--- src/rtl/ps2_pkg.sv ---
// Shared types and constants for the PS/2 set-2 keyboard decoder.
package ps2_pkg;

  typedef enum logic [1:0] {
    ST_IDLE   = 2'd0,
    ST_DATA   = 2'd1,
    ST_PARITY = 2'd2,
    ST_STOP   = 2'd3
  } ps2_state_e;

  localparam int unsigned KEY_W      = 11;
  localparam int unsigned PAUSE_SKIP = 7;

  localparam logic [7:0] PS2_EXT    = 8'hE0;
  localparam logic [7:0] PS2_REL    = 8'hF0;
  localparam logic [7:0] PS2_PAUSE  = 8'hE1;
  localparam logic [7:0] PS2_BAT    = 8'hAA;
  localparam logic [7:0] PS2_ACK    = 8'hFA;
  localparam logic [7:0] PS2_ECHO   = 8'hEE;
  localparam logic [7:0] PS2_RESEND = 8'hFE;
  localparam logic [7:0] PS2_OVR_LO = 8'h00;
  localparam logic [7:0] PS2_OVR_HI = 8'hFF;

  // Device replies and overrun codes that never describe a key.
  function automatic logic is_reply(input logic [7:0] b);
    return (b == PS2_BAT) || (b == PS2_ACK) || (b == PS2_ECHO) ||
           (b == PS2_RESEND) || (b == PS2_OVR_LO) || (b == PS2_OVR_HI);
  endfunction

endpackage

--- src/rtl/ps2_key_decoder_line_filter.sv ---
// Synchronizes the raw PS/2 lines, deglitches the clock and emits a falling-edge strobe.
module ps2_line_filter #(
  parameter int unsigned FILTER_LEN = 8
) (
  input  logic i_clk,
  input  logic i_rst_n,
  input  logic i_ps2_clk,
  input  logic i_ps2_dat,
  output logic o_fe,
  output logic o_dat
);

  localparam int unsigned CNT_W = $clog2(FILTER_LEN + 1);

  logic [1:0]       r_clk_sync;
  logic [1:0]       r_dat_sync;
  logic             r_filt;
  logic [CNT_W-1:0] r_cnt;
  logic             r_fe;

  // Filtered level follows the synced clock only after FILTER_LEN differing cycles.
  always_ff @(posedge i_clk or negedge i_rst_n) begin
    if (!i_rst_n) begin
      r_clk_sync <= 2'b11;
      r_dat_sync <= 2'b11;
      r_filt     <= 1'b1;
      r_cnt      <= '0;
      r_fe       <= 1'b0;
    end else begin
      r_clk_sync <= {r_clk_sync[0], i_ps2_clk};
      r_dat_sync <= {r_dat_sync[0], i_ps2_dat};
      r_fe       <= 1'b0;
      if (r_clk_sync[1] == r_filt) begin
        r_cnt <= '0;
      end else if (r_cnt == CNT_W'(FILTER_LEN - 1)) begin
        r_cnt  <= '0;
        r_filt <= ~r_filt;
        r_fe   <= r_filt;
      end else begin
        r_cnt <= r_cnt + CNT_W'(1);
      end
    end
  end

  assign o_fe  = r_fe;
  assign o_dat = r_dat_sync[1];

endmodule

--- src/rtl/ps2_key_decoder.sv ---
// PS/2 set-2 frame receiver and scancode decoder producing the toggle-event key word.
module ps2_key_decoder
  import ps2_pkg::*;
#(
  parameter int unsigned FILTER_LEN  = 8,
  parameter int unsigned TIMEOUT_CYC = 49152
) (
  input  logic             I_CLK_24576M,
  input  logic             I_RESETn,
  input  logic             I_PS2_CLK,
  input  logic             I_PS2_DAT,
  output logic [KEY_W-1:0] O_KEY,
  output logic             O_ERR,
  output logic             O_BUSY
);

  localparam int unsigned TO_W = $clog2(TIMEOUT_CYC + 1);

  logic             w_fe;
  logic             w_dat;
  ps2_state_e       r_state;
  ps2_state_e       w_state_nxt;
  logic             w_to_hit;
  logic             w_timeout;
  logic             w_frame_ok;
  logic             w_frame_bad;
  logic [2:0]       r_bit_cnt;
  logic [7:0]       r_shift;
  logic             r_par;
  logic [TO_W-1:0]  r_to_cnt;
  logic             r_byte_valid;
  logic [7:0]       r_byte;
  logic             r_ext;
  logic             r_rel;
  logic [2:0]       r_skip;
  logic [KEY_W-1:0] r_key;
  logic             r_err;
  logic             r_busy;

  ps2_line_filter #(
    .FILTER_LEN (FILTER_LEN)
  ) u_line_filter (
    .i_clk     (I_CLK_24576M),
    .i_rst_n   (I_RESETn),
    .i_ps2_clk (I_PS2_CLK),
    .i_ps2_dat (I_PS2_DAT),
    .o_fe      (w_fe),
    .o_dat     (w_dat)
  );

  assign w_to_hit = (r_to_cnt == TO_W'(TIMEOUT_CYC));

  always_ff @(posedge I_CLK_24576M or negedge I_RESETn) begin
    if (!I_RESETn) r_state <= ST_IDLE;
    else           r_state <= w_state_nxt;
  end

  // Frame sequencing; an fe strobe always takes precedence over timeout expiry.
  always_comb begin
    w_state_nxt = r_state;
    w_timeout   = 1'b0;
    w_frame_ok  = 1'b0;
    w_frame_bad = 1'b0;
    case (r_state)
      ST_IDLE: begin
        if (w_fe && !w_dat) w_state_nxt = ST_DATA;
      end
      ST_DATA: begin
        if (w_fe) begin
          if (r_bit_cnt == 3'd7) w_state_nxt = ST_PARITY;
        end else if (w_to_hit) begin
          w_state_nxt = ST_IDLE;
          w_timeout   = 1'b1;
        end
      end
      ST_PARITY: begin
        if (w_fe) begin
          w_state_nxt = ST_STOP;
        end else if (w_to_hit) begin
          w_state_nxt = ST_IDLE;
          w_timeout   = 1'b1;
        end
      end
      ST_STOP: begin
        if (w_fe) begin
          w_state_nxt = ST_IDLE;
          if ((^{r_shift, r_par}) && w_dat) w_frame_ok  = 1'b1;
          else                              w_frame_bad = 1'b1;
        end else if (w_to_hit) begin
          w_state_nxt = ST_IDLE;
          w_timeout   = 1'b1;
        end
      end
      default: w_state_nxt = ST_IDLE;
    endcase
  end

  always_ff @(posedge I_CLK_24576M or negedge I_RESETn) begin
    if (!I_RESETn) begin
      r_bit_cnt    <= '0;
      r_shift      <= '0;
      r_par        <= 1'b0;
      r_to_cnt     <= '0;
      r_byte_valid <= 1'b0;
      r_byte       <= '0;
      r_err        <= 1'b0;
      r_busy       <= 1'b0;
    end else begin
      r_err        <= w_frame_bad | w_timeout;
      r_busy       <= (w_state_nxt != ST_IDLE);
      r_byte_valid <= w_frame_ok;
      if (w_frame_ok) r_byte <= r_shift;
      if ((r_state == ST_IDLE) || w_fe) r_to_cnt <= '0;
      else                              r_to_cnt <= r_to_cnt + TO_W'(1);
      if (w_fe) begin
        case (r_state)
          ST_IDLE:   r_bit_cnt <= '0;
          ST_DATA: begin
            r_shift   <= {w_dat, r_shift[7:1]};
            r_bit_cnt <= r_bit_cnt + 3'd1;
          end
          ST_PARITY: r_par <= w_dat;
          default:   ;
        endcase
      end
    end
  end

  // Prefix tracking and key-word generation on each validated byte.
  always_ff @(posedge I_CLK_24576M or negedge I_RESETn) begin
    if (!I_RESETn) begin
      r_ext  <= 1'b0;
      r_rel  <= 1'b0;
      r_skip <= '0;
      r_key  <= '0;
    end else if (w_frame_bad) begin
      r_ext  <= 1'b0;
      r_rel  <= 1'b0;
      r_skip <= '0;
    end else if (r_byte_valid) begin
      if (r_skip != 3'd0) begin
        r_skip <= r_skip - 3'd1;
      end else if (r_byte == PS2_PAUSE) begin
        r_skip <= 3'(PAUSE_SKIP);
        r_ext  <= 1'b0;
        r_rel  <= 1'b0;
      end else if (r_byte == PS2_EXT) begin
        r_ext <= 1'b1;
      end else if (r_byte == PS2_REL) begin
        r_rel <= 1'b1;
      end else if (!(is_reply(r_byte) && !r_ext && !r_rel)) begin
        r_key <= {~r_key[KEY_W-1], ~r_rel, r_ext, r_byte};
        r_ext <= 1'b0;
        r_rel <= 1'b0;
      end
    end
  end

  assign O_KEY  = r_key;
  assign O_ERR  = r_err;
  assign O_BUSY = r_busy;

endmodule

--- config.mk ---
export PLATFORM = sky130hd
export DESIGN_NAME = ps2_key_decoder
export DESIGN_NICKNAME = d
export VERILOG_FILES = /design/src/rtl/ps2_pkg.sv /design/src/rtl/ps2_key_decoder_line_filter.sv /design/src/rtl/ps2_key_decoder.sv
export SDC_FILE = /design/constraint.sdc
export NUM_CORES = 1
export LEC_CHECK = 0
export CAP_MARGIN = 20
export CORE_ASPECT_RATIO = 1.1
export CORE_MARGIN = 10
export CORE_UTILIZATION = 30
export DETAILED_ROUTE_END_ITERATION = 10
export PLACE_DENSITY_LB_ADDON = 0.15
export SYNTH_ARGS = -nofsm -noshare
export SYNTH_HDL_FRONTEND = slang
export SYNTH_SLANG_ARGS = --single-unit
export TNS_END_PERCENT = 5
--- constraint.sdc ---
create_clock -name I_CLK_24576M -period 2.8 [get_ports I_CLK_24576M]
set_input_delay 0.56 -clock I_CLK_24576M [delete_from_list [all_inputs] [get_ports I_CLK_24576M]]
set_output_delay 0.56 -clock I_CLK_24576M [all_outputs]
set_load 0.02 [all_outputs]
# Word level (Yosys, flattened, before mapping)

Index checks and enable logic that the tools add are counted.

Bits in registers: 67
Output and inout bits: 13

Add/subtract/negate cells: 4
Equality and inequality tests: 20
Multiplexer cells: 39
Bitwise gates (word level): 11
Reduce and logical (&&, ||, !) cells: 30

Operators with widths:

| cell                  | count |
|---|---|
| $eq 8x8->1 const B    | 8 |
| $mux 1                | 24 |
| $add 16x1->16 const B | 1 |
| $eq 16x16->1 const B  | 1 |
| $mux 16               | 1 |
| $mux 2                | 6 |
| $mux 3                | 4 |
| $ne 4x4->1 const B    | 3 |
| $not 1->1             | 10 |
| $reduce_and 2->1      | 5 |
| $reduce_xor 9->1      | 1 |
| $logic_not 8->1       | 1 |
| $mux 4                | 2 |
| $pmux 2 s4            | 1 |
| $reduce_and 4->1      | 2 |
| $reduce_and 7->1      | 1 |
| $logic_or 1x1->1      | 6 |
| $pmux 3 s2            | 1 |
| $reduce_bool 2->1     | 3 |
| $reduce_bool 3->1     | 2 |
| $add 4x1->4 const B   | 1 |
| $eq 2x2->1 const B    | 2 |
| $eq 4x3->1 const B    | 1 |
| $logic_and 1x1->1     | 4 |
| other kinds (11)      | 13 |

# Depth between registers and ports, before layout

Depth in word-level cells: 15
Gate-level depth with buffers: 8
Mapped depth without buffers: 7

# By module

Synthesis repeated with hierarchy kept, for this count alone.

Cell total of the unflattened synthesis: 266
Area total of the unflattened synthesis: 3091.7 um2

By module, submodules not included:

| module          | times used | cells each | area each (um2) |
|---|---|---|---|
| ps2_key_decoder | 1          | 243        | 2727.6 |
| ps2_line_filter | 1          | 23         | 364.1 |

# Worst setup path after synthesis

Ideal clock, no wire load.

Path kind: register to register
Start point: register r_byte[1]
End point: register r_key[5] (netlist: O_KEY[5])
Arrival time: 2.000 ns
Required time: 2.675 ns
Setup slack: 0.675 ns
Cell stages (with the launch flop): 6
Path buffers: 1
Cell sequence: dfrtp_1 or4b_4 or4b_4 o211ai_2 buf_6 mux2_4

Longest elaborated chain between the ends: 10
Elaborated cells between the ends (all ways): 21

RTL lines:

| element                         | RTL line               | source |
|---|---|---|
| start: declaration              | ps2_key_decoder.sv:32  | `logic [7:0] r_byte;` |
| start signal: assignment        | ps2_key_decoder.sv:112 | `if (w_frame_ok) r_byte <= r_shift;` |
| $eq 8x8->1                      | ps2_pkg.sv:26          | `return (b == PS2_BAT) \|\| (b == PS2_ACK) \|\| (b == PS2_ECHO) \|\|` |
| $logic_or 1x1->1 (3 in series)  | ps2_pkg.sv:26          |  |
| $logic_or 1x1->1 (2 in series)  | ps2_pkg.sv:27          | `(b == PS2_RESEND) \|\| (b == PS2_OVR_LO) \|\| (b == PS2_OVR_HI);` |
| $logic_and 1x1->1 (2 in series) | ps2_key_decoder.sv:151 | `end else if (!(is_reply(r_byte) && !r_ext && !r_rel)) begin` |
| $not 1->1 (no line)             | n/a                    |  |
| $reduce_and 7->1 (no line) *    | n/a                    |  |
| end signal: assignment          | ps2_key_decoder.sv:152 | `r_key <= {~r_key[KEY_W-1], ~r_rel, r_ext, r_byte};` |
| end: declaration                | ps2_key_decoder.sv:36  | `logic [KEY_W-1:0] r_key;` |

Every way passes the cells marked *; elsewhere a longest branch is shown, timed or not.
A chain may end at the register's enable or synchronous reset.

# Worst setup path after layout

Start point: register r_byte[3]
End point: register r_key[6] (netlist: O_KEY[6])

The elaborated chain is that of the path after synthesis.

==> run metrics <==
outcome finished clean; most frequent cells in the layout dfrtp_1, nor2_1, nand2_1; share of layout cells above drive strength 1 between 10% and 20%; drc violations 0; die width 117.4 µm; Yosys cell types 52; Max VDD drop 0.2962 mV; Critical Path AT 2.54 ns; Synth area leaders dfrtp_1, mux2_2, dfstp_2, ha_1, xnor2_1; Ys Warns 0; post-CTS sizing 0; # diodes 0; initial antenna violation count 0; grt ovf 0; Setup CP Type register to register; Iteration-0 DRC Markers 59; first-pass iteration count of the detailed router 4; Setup Skew between 0.004 and 0.005 ns; CTS root buf clkbuf_16; Gate power share 3.6%; Switching Fraction a little over a fifth; number of global-route vias before repair roughly 2100; H-tree Lvls 3; most common cell after layout, fill and taps aside dfrtp_1; internal power 0.001723 W; CTS tree yes; I/O Pins 17; CP max FO 8; RSZ-0062 raised after global routing no; postcts setup bufs 0; Psw roughly 0.00047 W; Power Dens Cells 592.5 mW/mm²; ys flop type dfrtp_1; Slew Viols, Final 0; syn avg cell area around 12 µm²; CP Capture Type register; ANT nets after route 0; drt wl/cell about 14 µm; CP required 3.01 ns; Core Region slightly above 0.01 mm²; hold buffer count at CTS 0; CTS buffer count 9; clock power share between 40% and 50%; number of synthesized register bits 67; global-route wire length before repair 10560 µm; Clk Latency, worst-skew pair between 0.3 and 0.4 ns; worst rel slew slack between 60% and 70%; sequential area share after synthesis 53.76%; actual slew at the worst max-slew pin between 0.5 and 0.6 ns; Post-Place Cells 420; Routed WL a little under 6000 µm; worst reg2reg startpoint r_byte[3]$_DFFE_PN0P_; non-filler cells, final about 440; Clk pin slew, worst setup/hold paths around 0.06 ns; Layout Nets 299; Die Y ~130 µm; Via-to-Cell Ratio ~4.6; Setup TNS Final 0 ns; Yosys top cell by area dfrtp_1; CP startpoint r_byte[3]$_DFFE_PN0P_; period utilization a little over four fifths; synthesized net count 276; LEAKAGE around 1.6 nW; Worst Hold Class input pin to asynchronous set/reset pin; via count around 2000; total power 0.002193 W; max cap viols 0; Die Area 0.01493 mm²; Starting Density a little under a third; num rows 39; sinks on the clock net between 60 and 70; maximum root-to-sink buffer count 2; Cells after Synth 265; Mapped Area between 0.003 and 0.004 mm²; Yosys top cell area share between 40% and 50%; startpoint types register; Hold Fails Final Rpt 0; Post-synth EDFFs 0; Finish-stage setup viols 0; Final HPWL DP roughly 4200 µm; Reg power frac roughly 47%; Tmin final between 2 and 2.5 ns; Total Routing Usage GR ~8.6%; fmax 428.8 MHz; FFs w/ async S/R, synth between 90% and 100%; IO buf count 16; Area Overhead vs Synth 18.23%; largest net degree at the start of global routing 27; GPL Wtd Cong roughly 0.77
power groups by stage:
stage	clock network, W	registers (W)	logic, W
2_1_floorplan	0	0.00103	0.0000478
3_3_place_gp	0	0.00104	0.0000815
3_5_place_dp	0	0.00104	0.0000811
4_1_cts	0.00113	0.00102	0.0000829
5_1_grt	0.00118	0.00103	0.0000953
6_report	0.00109	0.00102	0.0000787
routing by layer:
| layer | up-vias | routed length (µm) | global-route usage, % |
|---|---|---|---|
| met5 | - | 0 | 0 |
| met4 | 0 | 98 | 3.979 |
| met3 | 7 | 205 | 2.731 |
| met2 | 24 | 2884 | 13.91 |
| met1 | 983 | 2722 | 10.32 |
| li1 | 988 | - | - |
per-stage QoR:
| step | setup WS [ns] | util (%) | cell area (µm²) | hold slack [ns] |
|---|---|---|---|---|
| CTS | 0.4588 | 35.95 | 3701 | 0.1657 |
| floorplan | 0.6745 | - | 3131 | 0.2644 |
| global placement | 0.5078 | 33.16 | 3415 | 0.3466 |
| detailed placement | 0.4895 | 33.16 | 3415 | 0.3473 |
| finish | 0.4677 | 35.95 | 3701 | 0.1553 |
| global route | 0.3211 | 35.95 | 3701 | 0.1854 |
synth_stat cells, drive strengths merged, types with 4 or more instances:
cell	instances
a21oi	10
a32o	4
clkbuf	5
dfrtp	62
dfstp	5
ha	7
inv	12
mux2	21
nand2	19
nand3	7
nand4	4
nor2	21
nor3	4
o21ai	16
or3	5
xnor2	10
xor2	7
registers in the layout (all words and copies together) (netlist names), 2 cells and up:
signal,cells
r_bit_cnt,3
O_KEY,11
r_byte,8
u_line_filter.r_clk_sync,2
r_to_cnt,16
r_state,2
u_line_filter.r_cnt,4
u_line_filter.r_dat_sync,2
r_shift,8
r_skip,3
worst paths after layout:
path | endpoint | slack, ns | cells after the start
min in group I_CLK_24576M | u_line_filter.r_dat_sync[1]$_DFF_PN1_ | 0.35 | 0
max reg2reg | O_KEY[6]$_DFFE_PN0P_ | 0.47 | 6
max in group asynchronous | u_line_filter.r_clk_sync[1]$_DFF_PN1_ | 1.93 | 2
min | O_KEY[10]$_DFFE_PN0P_ | 0.16 | 1
min reg2reg | u_line_filter.r_dat_sync[1]$_DFF_PN1_ | 0.35 | 0
max | O_KEY[6]$_DFFE_PN0P_ | 0.47 | 6
cell families (layout without fill, tap and decap cells):
logic type,Yosys count,in the layout,share of synthesized area (%)
DFF,67,67,53.76
xor gates and xnor gates,19,19,6.195
muxes,24,24,9.392
and+or+nand+nor,86,86,14.91
buffers and inverters,19,47,3.757
AOI/OAI and AO/OA,43,43,9.193
adders and majority gates,7,7,2.798
critical path, stage by stage, from the launching register on:
cell	delay, ns
dfrtp_1	0.44
or4_1	0.52
a221oi_1	0.40
a21oi_2	0.18
o211ai_2	0.14
buf_4	0.24
mux2_4	0.31
final cells by class:
type                            instances  area, µm²
Clock inverter                          5      53.80
Clock buffer                           11      232.7
Tap cell                              143      178.9
Sequential cell                        67       1683
Fill cell                            1027       6595
Multi-Input combinational cell        179       1330
Inverter                               12      45.04
Timing Repair Buffer                   19      177.7
(Power assumes the default switching activity.)
